$ cat config.mk
export PLATFORM = sky130hd
export DESIGN_NAME = clk_en_sched
export DESIGN_NICKNAME = d
export VERILOG_FILES = /design/src/rtl/clk_en_sched.sv
export SDC_FILE = /design/constraint.sdc
export NUM_CORES = 1
export LEC_CHECK = 0
export ABC_AREA = 1
export CAP_MARGIN = 20
export CORE_UTILIZATION = 50
export CTS_BUF_LIST = sky130_fd_sc_hd__clkbuf_16
export DETAILED_ROUTE_END_ITERATION = 10
export HOLD_SLACK_MARGIN = 0.1
export PLACE_DENSITY_LB_ADDON = 0.3
export SETUP_SLACK_MARGIN = 0.3
export SLEW_MARGIN = 0
export SYNTH_ARGS = -nofsm -noshare
export SYNTH_HDL_FRONTEND = slang
export SYNTH_SLANG_ARGS = --single-unit
$ cat constraint.sdc
create_clock -name clk -period 1.65 [get_ports clk]
set_input_delay 0.4125 -clock clk [delete_from_list [all_inputs] [get_ports clk]]
set_output_delay 0.4125 -clock clk [all_outputs]
set_load 0.01 [all_outputs]
$ cat src/rtl/clk_en_sched.sv
// Clock-enable scheduler: produces a divided slow_clk and a one-cycle tick from clk.
// Config (divisor, run/stop) is taken over valid/ready and only ever applied on a tick edge.
module clk_en_sched #(
   parameter int WIDTH = 8
) (
   input  logic             clk,
   input  logic             rst_n,
   input  logic             cfg_valid,
   output logic             cfg_ready,
   input  logic [WIDTH-1:0] cfg_div,
   input  logic             cfg_run,
   output logic             tick,
   output logic             slow_clk,
   output logic             busy
);

   typedef enum logic [1:0] {
      IDLE  = 2'd0,
      RUN   = 2'd1,
      DRAIN = 2'd2
   } state_t;

   state_t           state, state_n;
   logic [WIDTH-1:0] cnt, cnt_n;
   logic [WIDTH-1:0] div_q, div_n;
   logic             slow_n;
   logic             pend_valid, pv_n;
   logic [WIDTH-1:0] pend_div, pd_n;
   logic             pend_run, pr_n;

   logic             accept;
   logic [WIDTH-1:0] app_div;
   logic             app_run;

   assign tick = (state != IDLE) && (cnt == div_q);
   assign busy = (state != IDLE);

   // Ready is a function of state and pend_valid only, never of cfg_valid.
   always_comb begin
      cfg_ready = 1'b0;
      case (state)
         IDLE:    cfg_ready = 1'b1;
         RUN:     cfg_ready = !pend_valid;
         default: cfg_ready = 1'b0;
      endcase
   end

   assign accept = cfg_valid && cfg_ready;

   // A request accepted on the tick cycle itself applies at that same edge.
   assign app_div = pend_valid ? pend_div : cfg_div;
   assign app_run = pend_valid ? pend_run : cfg_run;

   always_comb begin
      state_n = state;
      cnt_n   = cnt;
      div_n   = div_q;
      slow_n  = slow_clk;
      pv_n    = pend_valid;
      pd_n    = pend_div;
      pr_n    = pend_run;

      if (tick)
         slow_n = ~slow_clk;

      case (state)
         IDLE: begin
            cnt_n = '0;
            if (accept) begin
               div_n = cfg_div;
               if (cfg_run)
                  state_n = RUN;
            end
         end

         RUN: begin
            if (tick) begin
               cnt_n = '0;
               if (pend_valid || accept) begin
                  div_n = app_div;
                  if (app_run) begin
                     pv_n = 1'b0;
                  end else if (slow_clk) begin
                     // This edge drives slow_clk low, so the stop completes now.
                     state_n = IDLE;
                     pv_n    = 1'b0;
                  end else begin
                     // slow_clk rises here; one more period is needed to bring it low.
                     state_n = DRAIN;
                     pv_n    = 1'b1;
                     pd_n    = app_div;
                     pr_n    = 1'b0;
                  end
               end
            end else begin
               cnt_n = WIDTH'(cnt + 1'b1);
               if (accept) begin
                  pv_n = 1'b1;
                  pd_n = cfg_div;
                  pr_n = cfg_run;
               end
            end
         end

         DRAIN: begin
            if (tick) begin
               cnt_n   = '0;
               state_n = IDLE;
               pv_n    = 1'b0;
            end else begin
               cnt_n = WIDTH'(cnt + 1'b1);
            end
         end

         default: begin
            state_n = IDLE;
            cnt_n   = '0;
            pv_n    = 1'b0;
         end
      endcase
   end

   always_ff @(posedge clk or negedge rst_n) begin
      if (!rst_n) begin
         state      <= IDLE;
         cnt        <= '0;
         div_q      <= '0;
         slow_clk   <= 1'b0;
         pend_valid <= 1'b0;
         pend_div   <= '0;
         pend_run   <= 1'b0;
      end else begin
         state      <= state_n;
         cnt        <= cnt_n;
         div_q      <= div_n;
         slow_clk   <= slow_n;
         pend_valid <= pv_n;
         pend_div   <= pd_n;
         pend_run   <= pr_n;
      end
   end

endmodule
==> metrics.txt, run 1 <==
DR DRC count=0; CTS buffer count=5; Wirelength per Cell=15.80 um; Tcrit/Tclk final=118.5%; worst-case clock buffer depth=2; First-pass DRT Iterations=6; Leak=1.515 nW; post-synth top area share=36.62%; Final Hold Viols=0; GRT Total Usage=27.65%; most frequent cells in the layout=102 x nand2_1, 46 x buf_4, 28 x dfrtp_1; sequential-to-total area share from yosys stat=36.62%; initial drt markers=154; async set-reset flop share out of synthesis=100.0%; area grow syn2layout=49.68%; Root Buffer=clkbuf_16; Mean Syn Cell Area=7.053 sq um; drt total wl=6352 um; CP cell instances=inv_2 -> ha_4 -> a21oi_2 -> nand3_1 -> nor2_2 -> nand2_4 -> buf_12 -> buf_4 -> o21ai_0 -> nand3_2 -> nand2_1; met3 global-route usage=6.690%; RSZ-0062 raised after global routing=true; critical path's largest stage delay=370 ps; Synth Flop Type=dfrtp_1; EDFF count, synth=0; antenna violations before repair=0; Synth Warn #=0; met2 Usage GRT=48.05%; NumNets Final=371; port buffer count=15; Max stage delay cell, worst path=dfrtp_1; gr ovfl total=0; Die Ht=64.96 um; die span in x=64.96 um; clock sink count=29; Place WS=-305.0 ps; CP Capture Type=register; Post-CTS Hold Fix Bufs=0; crit path DAT=2160 ps; Clock Latency Late Sink=280 ps; gpl congestion=0.8685; cell taking the most area after synthesis=dfrtp_1; FMAX=511.5 MHz; Cell Area, Synth=1982 sq um; Top Usage Layer GRT=met2; Seq cells post-synth=29; vias in the first global route=1890; boundary pin count=16; Area contributors post-synth=dfrtp_1 37%, nand2_1 20%, inv_1 5.7%; Starting Density=52.94%; Final ANT Viol Nets=0; Syn Nets=298; total number of placement rows=22; CP top delay family=simple AND/OR/NAND/NOR gates; power density over the cells=1984 nW/um^2; post-route setup slack=-305.0 ps; Die Area=4220 sq um; critical path fanouts, max=9; met1 Resource Use GR=32.82%; H-tree Lvls=2; # setup viols final=32; via count=2239; crit path time final=1955 ps; share of cells above drive strength 1=32.20%; pins over their slew limit=0; Setup TNS=-4299 ps; CP Data Required Time=1860 ps; Crit Path Class=register to register; status=finished, violations left; max-cap viol count=0; maximum vdd drop=1.828 mV; clock-pin slew on the worst setup and hold paths=50 ps; startpoint types=register; WP buf/inv=3; final clock skew=7.479 ps; Worst-Margin Slew=374.2 ps; Synth Instances=281; CTS tree=built; largest net degree at the start of global routing=30; commonest non-fill, non-tap cell in the layout=nand2_1; failing checks=negative setup slack; first-pass GRT wire length=8707 um; core area=3744 sq um; Slew HR=75.05%; Core Util, Final=79.24%; ANT cells=0; Hold Path Class=register to register; DP Wirelength=3301 um; DR vias/cell=5.570; Yosys cell types=29
registers in the layout, summed over array words and instances (netlist names):
name        flops
slow_clk        1
pend_div        8
div_q           8
cnt             8
pend_valid      1
state           2
pend_run        1
report_power, final:
part	switching (W)	leakage (nW)	internal, W	total, W
Sequential	0.000206	0.369	0.000998	0.00120
Clock	0.000319	0.0685	0.000538	0.000857
Combinational	0.00215	1.08	0.00167	0.00382
path summary, 6_finish.rpt:
check,cells past startpoint,from,endpoint,slack (ps)
worst max register to register,11,state[1],pend_div[5],-310
max in group asynchronous,2,rst_n,slow_clk,830
worst min register to register,2,pend_run,pend_run,470
worst max-delay path,11,state[1],pend_div[5],-310
worst min-delay path,2,pend_run,pend_run,470
min in group asynchronous,2,rst_n,cnt[2],530
synthesized netlist by cell type (2+ instances only):
cell type  instances
nand2_2            4
xnor2_1            3
ha_1               5
mux2i_1            8
inv_2              4
a21oi_1            4
nor3_1             2
o21ai_0           19
nand3_1           19
buf_2              2
nor2_1            22
o21bai_1           2
nand2_1          107
dfrtp_1           29
xor2_1             4
nand2_4            4
o21ai_4            2
inv_1             30
logic make-up (layout without fill, tap and decap cells):
logic type,count (synthesis),after routing,share of synthesized area (%)
fa+ha+maj,5,5,3.157
flops,29,29,36.62
compound gates,28,28,8.523
xor+xnor,7,7,3.093
simple gates,164,165,36.30
buf+inv,40,112,8.270
mux,8,8,4.041
what timing repair did:
action | 4_1_cts | 5_1_grt
gates cloned | 0 | 2
setup endpoints to repair | 33 | 32
buffers inserted | 5 | 8
pin swaps | 5 | 7
gates resized for setup | 35 | 22
through the flow:
stage / cell area, sq um / power (W) / instances / hold slack [ps]
floorplan: 2047 / 0.003095 / 281 / 116.9
global placement: 2557 / 0.004111 / 380 / 449.2
detailed placement: 2557 / 0.004188 / 380 / 457.8
CTS: 2799 / 0.005358 / 392 / 467.9
global route: 2967 / 0.006229 / 402 / 502.7
finish: 2967 / 0.005886 / 402 / 469.1
routing by layer:
layer	wire length (um)	part of all wire [%]	vias to the layer above
li1	-	-	1025
met3	425	6.7	30
met2	3213	51	125
met5	0	0	-
met4	302	4.8	0
met1	2411	38	1059
final cells by class:
class,count,area [sq um]
Multi-Input combinational cell,213,1259
Fill cell,241,777.0
Sequential cell,29,726.9
Timing Repair Buffer,70,644.4
Inverter,35,143.9
Clock buffer,5,125.1
Tap cell,48,60.06
Clock inverter,2,7.507
worst reg2reg max path, stage by stage, from the launching register on:
cell and delay [ps]:
dfrtp_1 370, inv_2 60, ha_4 160, a21oi_2 90
nand3_1 90, nor2_2 160, nand2_4 100, buf_12 160
buf_4 140, o21ai_0 300, nand3_2 150, nand2_1 110
No activity file was read; power rests on OpenSTA's default activity.
==> run 2: changes to the inputs <==
--- a/config.mk
+++ b/config.mk
@@ -12,3 +12,2 @@
 export DETAILED_ROUTE_END_ITERATION = 10
-export HOLD_SLACK_MARGIN = 0.1
 export PLACE_DENSITY_LB_ADDON = 0.3
==> constraint.sdc (replaced) <==
create_clock -name clk -period 1.65 [get_ports clk]
set_input_delay 0.165 -clock clk [delete_from_list [all_inputs] [get_ports clk]]
set_output_delay 0.165 -clock clk [all_outputs]
set_load 0.01 [all_outputs]
==> run 2 against run 1 <==
  * The flow still finishes with violations (negative setup slack)
  * Wire length down 3.0%
  * Critical path depth increased by 1
  * First-iteration DRC count rose by 5.2%
  * Maximum frequency up 6.7%
  * Total power is 1.7% higher
  * Design area increased by 1.9%
  * Critical path type unchanged
  * Critical endpoint is now pend_div[0]
==> metrics.txt, run 2 (synthesis results as in run 1) <==
Starting Density=52.94%; failing checks=negative setup slack; share of cells above drive strength 1=33.52%; vias in the first global route=2123; total number of placement rows=22; final clock skew=3.756 ps; via count=2113; RSZ-0062 raised after global routing=true; WP buf/inv=3; Wirelength per Cell=15.40 um; Root Buffer=clkbuf_16; FMAX=545.5 MHz; met3 WL post-DR=294 um; Tcrit/Tclk final=111.1%; Post-CTS Hold Fix Bufs=0; CP cell instances=inv_2 -> ha_4 -> a21oi_2 -> nand3_1 -> nor2_2 -> nand2_4 -> buf_6 -> nand2_8 -> o21ai_4 -> buf_12 -> nand3_1 -> nand2_1; startpoint types=register; DR top layer=met4; Final ANT Viol Nets=0; core area=3744 sq um; DR vias/cell=5.283; clock sink count=29; Die Area=4220 sq um; Leak=1.525 nW; area grow syn2layout=52.46%; crit path time final=1833 ps; Place WS=-149.2 ps; largest net degree at the start of global routing=30; clock-pin slew on the worst setup and hold paths=50 ps; NumNets Final=368; commonest non-fill, non-tap cell in the layout=nand2_1; DP Wirelength=3513 um; worst-case clock buffer depth=2; Setup TNS=-3198 ps; port buffer count=15; largest registers=cnt (8), div_q (8), pend_div (8); critical path fanouts, max=8; antenna violations before repair=0; drt total wl=6159 um; Max stage delay cell, worst path=dfrtp_1; power density over the cells=1980 nW/um^2; Worst-Margin Slew=384.7 ps; initial drt markers=162; die span in x=64.96 um; crit path DAT=2000 ps; Slew HR=74.35%; Die Ht=64.96 um; max-cap viol count=0; status=finished, violations left; Crit Path Class=register to register; CP Data Required Time=1820 ps; most frequent cells in the layout=100 x nand2_1, 45 x buf_4, 28 x dfrtp_1; Clock Latency Late Sink=280 ps; post-route setup slack=-183.0 ps; GRT Total Usage=31.03%; ANT cells=0; CTS buffer count=5; # setup viols final=21; H-tree Lvls=2; CTS tree=built; CP top delay family=simple AND/OR/NAND/NOR gates; FF-to-FF Start=state[1]; maximum vdd drop=1.279 mV; Top cell by count, worst path=nand3_1; DR DRC count=0; critical path's largest stage delay=370 ps; Critical Path Start=state[1]; boundary pin count=16; pins over their slew limit=0; routed metal-1 wirelength=2404 um; gr ovfl total=0; CP Capture Type=register; first-pass GRT wire length=9666 um; Hold Path Class=input port to asynchronous set/reset pin; First-pass DRT Iterations=4; gpl congestion=0.9348; Final Hold Viols=0; met2 WL=3084 um
## run 2: report_power, final
part	switching (W)	total, W	internal, W
clock	0.000320	0.00102	0.000700
sequential	0.000240	0.00124	0.000998
combinational	0.00211	0.00372	0.00161
## run 2: layout make-up
cell class,count,area [sq um]
multi-input combinational,213,1353
sequential,29,726.9
fill,228,721.9
timing repair buffer,67,578.1
inverter,35,141.4
clock buffer,5,125.1
tap,48,60.06
clock inverter,3,37.54
## run 2: repair_timing
item                                    CTS  global route
endpoints found under the setup margin   33            32
cloned                                    1             0
pin swaps                                11            16
buffers inserted                          7             7
resized for setup                        37            32
## run 2: worst register-to-register path: stages (launching register included)
cell and delay (ps):
dfrtp_1 370, inv_2 80, ha_4 170, a21oi_2 90, nand3_1 100, nor2_2 190
nand2_4 120, buf_6 150, nand2_8 80, o21ai_4 90, buf_12 150, nand3_1 80
nand2_1 60
## run 2: through the flow
step / hold slack, ps / util, % / area (sq um) / std cells / total power (W)
floorplan: -130.6 / - / 2052 / 281 / 0.003106
global placement: 450.8 / 67.41 / 2524 / 377 / 0.004028
detailed placement: 458.9 / 67.41 / 2524 / 377 / 0.004131
CTS: 299.7 / 75.53 / 2828 / 393 / 0.005535
global route: 344.2 / 80.72 / 3022 / 400 / 0.006395
finish: 283.3 / 80.72 / 3022 / 400 / 0.005983
## run 2: worst paths after layout
path | to | slack, ps | cells after the start
min in group clk | pend_div[3] | 470 | 2
worst max-delay path | pend_div[0] | -180 | 12
worst min-delay path | cnt[1] | 280 | 2
worst max register to register | pend_div[0] | -180 | 12
worst min register to register | pend_div[3] | 470 | 2
max in group asynchronous | slow_clk | 1060 | 2
## run 2: per-layer routing
metal	global-route usage [%]	vias to the layer above
li1	-	1021
met2	52.60	90
met3	8.275	38
met1	33.33	964
met4	21.39	0
met5	0	-
==> run 3: changes to the inputs <==
- CTS_CLUSTER_DIAMETER: not set -> 150
==> results of run 3 <==
Same layout as run 2: the final DEF is identical, and so are final timing and power.
